[config.mk]
export PLATFORM = sky130hd
export DESIGN_NAME = full_adder
export DESIGN_NICKNAME = d
export VERILOG_FILES = /design/src/rtl/full_adder_pkg.sv /design/src/rtl/full_adder_fa_cell.sv /design/src/rtl/full_adder.sv
export SDC_FILE = /design/constraint.sdc
export NUM_CORES = 1
export LEC_CHECK = 0
export ABC_AREA = 1
export ABC_CLOCK_PERIOD_IN_PS = 1300
export CORE_AREA = 4 4 41 43
export DETAILED_ROUTE_END_ITERATION = 6
export DIE_AREA = 0 0 45 47
export GPL_ROUTABILITY_DRIVEN = 0
export PLACE_DENSITY = 0.36
export SYNTH_ARGS = -nofsm -noshare
export SYNTH_HDL_FRONTEND = slang
export SYNTH_HIERARCHICAL = 1
export SYNTH_SLANG_ARGS = --single-unit
[constraint.sdc]
create_clock -name clk -period 1.3 [get_ports clk]
set_input_delay 0.325 -clock clk [delete_from_list [all_inputs] [get_ports clk]]
set_output_delay 0.325 -clock clk [all_outputs]
set_load 0.05 [all_outputs]
[src/rtl/full_adder_pkg.sv]
// Shared constants and the single-bit full-adder primitive for the full_adder slice.
// The optional signed-overflow flag is enabled by defining FA_OVERFLOW_EN.
package full_adder_pkg;

    localparam int FA_MIN_WIDTH = 1;
    localparam int FA_MAX_WIDTH = 64;

    // Returns {carry_out, sum} for one bit position.
    function automatic logic [1:0] fa_bit(input logic a, input logic b, input logic c);
        logic w_s;
        logic w_cy;
        w_s  = a ^ b ^ c;
        w_cy = (a & b) | (a & c) | (b & c);
        return {w_cy, w_s};
    endfunction

endpackage

[src/rtl/full_adder_fa_cell.sv]
// Combinational 1-bit full adder; one link of the ripple chain in full_adder.
module fa_cell
    import full_adder_pkg::*;
(
    input  logic i_a,
    input  logic i_b,
    input  logic i_c,
    output logic o_s,
    output logic o_cy
);

    logic [1:0] w_res;

    assign w_res = fa_bit(i_a, i_b, i_c);
    assign o_s   = w_res[0];
    assign o_cy  = w_res[1];

endmodule

[src/rtl/full_adder.sv]
// Registered WIDTH-bit ripple adder with carry-in: {cy, s} = a + b + c, one-cycle latency.
// Define FA_OVERFLOW_EN to add the registered signed-overflow output ovf.
module full_adder
    import full_adder_pkg::*;
#(
    parameter int WIDTH = 1
) (
    input  logic             clk,
    input  logic             rst,
    input  logic             in_valid,
    input  logic [WIDTH-1:0] a,
    input  logic [WIDTH-1:0] b,
    input  logic             c,
    output logic [WIDTH-1:0] s,
    output logic             cy,
    output logic             out_valid
`ifdef FA_OVERFLOW_EN
    ,
    output logic             ovf
`endif
);

    generate
        if (WIDTH < FA_MIN_WIDTH || WIDTH > FA_MAX_WIDTH) begin : g_width_check
            $error("full_adder: WIDTH=%0d outside legal range 1..64", WIDTH);
        end
    endgenerate

    // Valid-only protocol: an operation is accepted on every edge where in_valid=1 and
    // rst=0; out_valid is high for exactly the cycle after acceptance. There is no ready.
    logic [WIDTH:0]   w_carry;
    logic [WIDTH-1:0] w_sum;

    assign w_carry[0] = c;

    generate
        for (genvar gi = 0; gi < WIDTH; gi++) begin : g_chain
            fa_cell u_cell (
                .i_a  (a[gi]),
                .i_b  (b[gi]),
                .i_c  (w_carry[gi]),
                .o_s  (w_sum[gi]),
                .o_cy (w_carry[gi+1])
            );
        end
    endgenerate

    logic [WIDTH-1:0] r_s;
    logic             r_cy;
    logic             r_valid;

    // s/cy keep the last accepted result while idle; only out_valid drops.
    always_ff @(posedge clk) begin
        if (rst) begin
            r_s     <= '0;
            r_cy    <= 1'b0;
            r_valid <= 1'b0;
        end else begin
            r_valid <= in_valid;
            if (in_valid) begin
                r_s  <= w_sum;
                r_cy <= w_carry[WIDTH];
            end
        end
    end

    assign s         = r_s;
    assign cy        = r_cy;
    assign out_valid = r_valid;

`ifdef FA_OVERFLOW_EN
    logic w_ovf;
    logic r_ovf;

    // Two's-complement overflow: like-signed operands produced a sum of the other sign.
    assign w_ovf = (a[WIDTH-1] == b[WIDTH-1]) && (w_sum[WIDTH-1] != a[WIDTH-1]);

    always_ff @(posedge clk) begin
        if (rst) begin
            r_ovf <= 1'b0;
        end else if (in_valid) begin
            r_ovf <= w_ovf;
        end
    end

    assign ovf = r_ovf;
`endif

endmodule

== After elaboration in Yosys (flattened, before gate mapping) ==
Index checks and enable logic that the tools add are counted.

* Bitwise operators: 7

{| class="wikitable"
|+ Operators with widths
! cell !! count
|-
| AND 1 bit || 3
|-
| bitwise OR 1 bit || 2
|-
| bitwise XOR 1 bit || 2
|}

* Output and inout bits: 3
* Word-level logic and storage cells: 10
* Bits of input ports: 6
* Register bits after elaboration: 3

== Logic depth before layout (Yosys ltp) ==
Gate-level depths: netlist of the first run.

* Word-level depth: 3
* Gate-level depth with buffers: 5

== Modules after synthesis ==
Netlist of the first run, hierarchy kept.

{| class="wikitable"
|+ By module, submodules not included
! module !! area an instance (um^2) !! seq. area each (um^2) !! instances !! cells each
|-
| full_adder || 108.9 || 60.1 || 1 || 16
|-
| fa_cell || 20.0 || 0.0 || 1 || 1
|}

== Worst setup path before layout of the first run ==
No wires, ideal clock.

* Path type: input to register
* Start point: in a
* End point: reg r_s (netlist: s)
* Required time: 1.236 ns
* Path slack: 0.222 ns
* Library setup time: 0.064 ns
* Arrival time: 1.014 ns
* Cell stages on the path: 5
* Cell sequence: fa_1 > inv_1 > nand2_1 > nand2_1 > nor2_1

* Cells in the longest elaborated chain, start to end: 2

{| class="wikitable"
|+ Ends and longest elaborated chain
! element !! RTL line !! source
|-
| from (decl) || full_adder.sv:11 || <nowiki>input logic [WIDTH-1:0] a,</nowiki>
|-
| bitwise XOR 1 bit (2 in a row) || full_adder_pkg.sv:12 || <nowiki>w_s = a ^ b ^ c;</nowiki>
|-
| to (signal assigned) || full_adder.sv:61 || <nowiki>r_s <= w_sum;</nowiki>
|-
| to (decl) || full_adder.sv:48 || <nowiki>logic [WIDTH-1:0] r_s;</nowiki>
|}

Every way passes these cells.
A chain may end at the register's enable or synchronous reset.

== Final worst setup path of the first run ==
* Start point: in a
* End point: reg r_s (netlist: s)

* Cells in the longest elaborated chain, start to end: 2

{| class="wikitable"
|+ Ends and longest elaborated chain
! element !! RTL line !! source
|-
| bitwise XOR 1 bit (2 in a row) || full_adder_pkg.sv:12 ||
|-
| net w_sum || full_adder.sv:32 || <nowiki>logic [WIDTH-1:0] w_sum;</nowiki>
|}

The timed path passes the listed nets, and every way through them passes these cells.

==> impl_metrics.yaml, run 1 <==
clocking:
  cts_inserted_buffers: 3
  cts.clk_slew.worst_paths_ns: 0.04
  post_cts_buffers: 0
  clkLatencyLatePin_ns: 0.23
  cts_tree: "built"
  htree_levels: 1
  clock-sinks: 3
  ctsRootBufferMaster: "clkbuf_4"
  clockBufferDepth: 2
outcome:
  outcome: "finished, final reports clean"
routing:
  via_per_inst: 2.95
  num_vias: 130
  drc: 0
  dr.pass1.iters: 2
  ant_nets: 0
  wl_per_cell_um: 7.23
  drt_iter0_markers: 3
  wl_um: 318
worst_setup_path:
  path_class: "in2reg"
  critPathRequiredTime_ns: 1.47
  start_kind: "primary input"
  crit_arrival_ns: 1.31
  cp_num_buf_inv: 2
  critical-path-max-stage-delay_ns: 0.53
  crit_chain: "dlygate4sd2_1, fa_1, inv_1, nand2_1, nand2_1, nor2_1"
  cp_slowest_cell: "fa_1"
  crit_start: "a"
  crit_path_frequent_cell: "nand2_1"
  r2r-start: "cy"
  critPathTopFamily: "adder cells"
  cp_max_fo: 1
  endpoint_kind: "flip-flop"
synth:
  syn_avg_cell_area_um2: 7.58
  yosysTopAreaCellShare_pct: 46.6
  synth_fa_ha_area_share_pct: 15.5
  syn_inst: 17
  synth_compound_area_share_pct: 0
  synthMuxAreaShare_pct: 0
  synth.largest_area_cell: "dfxtp_1"
  netlist_area_um2: 129
  synth.distinct_cells: 5
  synth_xor_area_share_pct: 0
  synth_top_family_by_area: "simple AND/OR/NAND/NOR gates"
  synth.area.top_cells: "dfxtp_1, fa_1, nor2_1"
  synthesis.nets: 24
  synth.yosys.seq_area_share_pct: 46.6
  synth_simple_gate_area_share_pct: 26.2
  synth-seq-cells: 3
  ys_warn_count: 6
cells_and_area:
  area_delta_synth_final_pct: 120
  final_cells: 44
  final_nets: 37
  drive_above_1_share_pct: 20.7
  final_util_pct: 21.8
  diodes: 0
  fill_cells: 166
  multi_input_comb_area_um2: 53.8
  layout.area.seq_um2: 60.1
floorplanning:
  rows: 13
  io_pins: 9
  die_area_um2: 2120
  die_w_um: 45
  initial_core_util_pct: 9.90
  die_h_um: 47
  coreArea_um2: 1300
place:
  place_ws_ns: -0.289
  placement.io_buffers: 8
  dp_cells: 40
global_routing:
  grt_usage_pct: 4.03
  antenna_found_initial: 0
  grt_pass1_wl_um: 496
  grt_pass1_vias: 138
  grt_start_max_net_pins: 6
  grt_overflow_total: 0
sta:
  fin_crit_sh_pct: 87.9
  hold_slack_ns: 0.508
  max_freq_mhz: 875
  drv_slew: 0
  rsz0062_at_grt: "no"
  hold_viol_final: 0
  setup_violations: 0
  worst_pin_slew_ns: 0.160
  skew_ns: 0
  timing.final.ws_setup_ns: 0.158
  period_needed_ns: 1.14
  relSlewSlack_pct: 89.3
pwr:
  p_leak_nw: 0.147
  power_density_nw_per_um2: 1230
  finalPower_mw: 0.349
  peakVddDrop_mv: 0.255
flow_run:
  maxCapViolations: 0
min_path:
  hold_path_class: "reg2reg"
  min_from: "s"
-- layout make-up --
type	count	share of cell area (%)
Sequential cell	3	21.1
Timing Repair Buffer	8	38.8
Clock buffer	4	9.25
Multi-Input combinational cell	10	18.9
Tap cell	15	6.61
Inverter	4	5.29
-- timing repair --
| action | CTS | global route |
|---|---|---|
| endpoints found under the hold margin | 0 | 0 |
| hold buffers | 0 | 0 |
| pin swaps | 0 | 1 |
| setup endpoints to repair | 1 | 1 |
| resized for setup | 2 | 1 |
-- final timing paths --
path	slack, ns	to	cells past startpoint
min reg2reg	0.51	s	2
max	0.16	s	6
min	0.51	s	2
max reg2reg	0.71	cy	2
-- metal layers --
metal / wire length [µm] / vias up / track usage (%)
li1: - / 71 / -
met5: 0 / - / 0
met4: 0 / 0 / 7.02
met2: 134 / 8 / 4.24
met3: 67 / 0 / 4.21
met1: 116 / 51 / 2.96
-- state kept, by name (all words and copies together) (netlist names) --
signal,count
out_valid,1
cy,1
s,1
-- where the power goes --
group          leakage (nW)  internal, mW  switching [mW]
logic                 0.107        0.0428          0.0401
registers            0.0250        0.0995         0.00646
clock network        0.0150         0.115          0.0452
-- worst register-to-register path: stages, from the launching register on --
cell     delay [ns]
dfxtp_1        0.32
nor2_1         0.11
nor2_1         0.05
-- placed cells by master (no fill, tap or decap) --
| master | count |
|---|---|
| fa_1 | 1 |
| dlymetal6s2s_1 | 1 |
| inv_1 | 4 |
| nand2_1 | 4 |
| clkdlybuf4s50_1 | 2 |
| nor2_1 | 5 |
| dlygate4sd2_1 | 2 |
| buf_12 | 3 |
| clkbuf_4 | 3 |
| clkbuf_1 | 1 |
| dfxtp_1 | 3 |
-- cells in the mapped netlist --
cell type / number
nand2_1: 4
nor2_1: 5
dfxtp_1: 3
fa_1: 1
inv_1: 4
-- per-stage QoR --
step | setup TNS (ns) | cell area, µm²
6_report | 0 | 284
5_1_grt | 0 | 284
4_1_cts | 0 | 282
3_5_place_dp | -0.467 | 258
3_3_place_gp | -0.448 | 258
2_1_floorplan | 0 | 129
-- kinds of logic after synthesis --
| logic type | count (synthesis) |
|---|---|
| buffers and inverters | 4 |
| AND/OR/NAND/NOR | 9 |
| adder cells (fa/ha/maj) | 1 |
| flip-flops | 3 |
(Power assumes the default switching activity.)
==> run 2, diff against run 1 <==
Settings changed: ABC_CLOCK_PERIOD_IN_PS 1300 to unset.
==> results of run 2 <==
No change in the layout: final DEF, timing and power equal those of run 1.
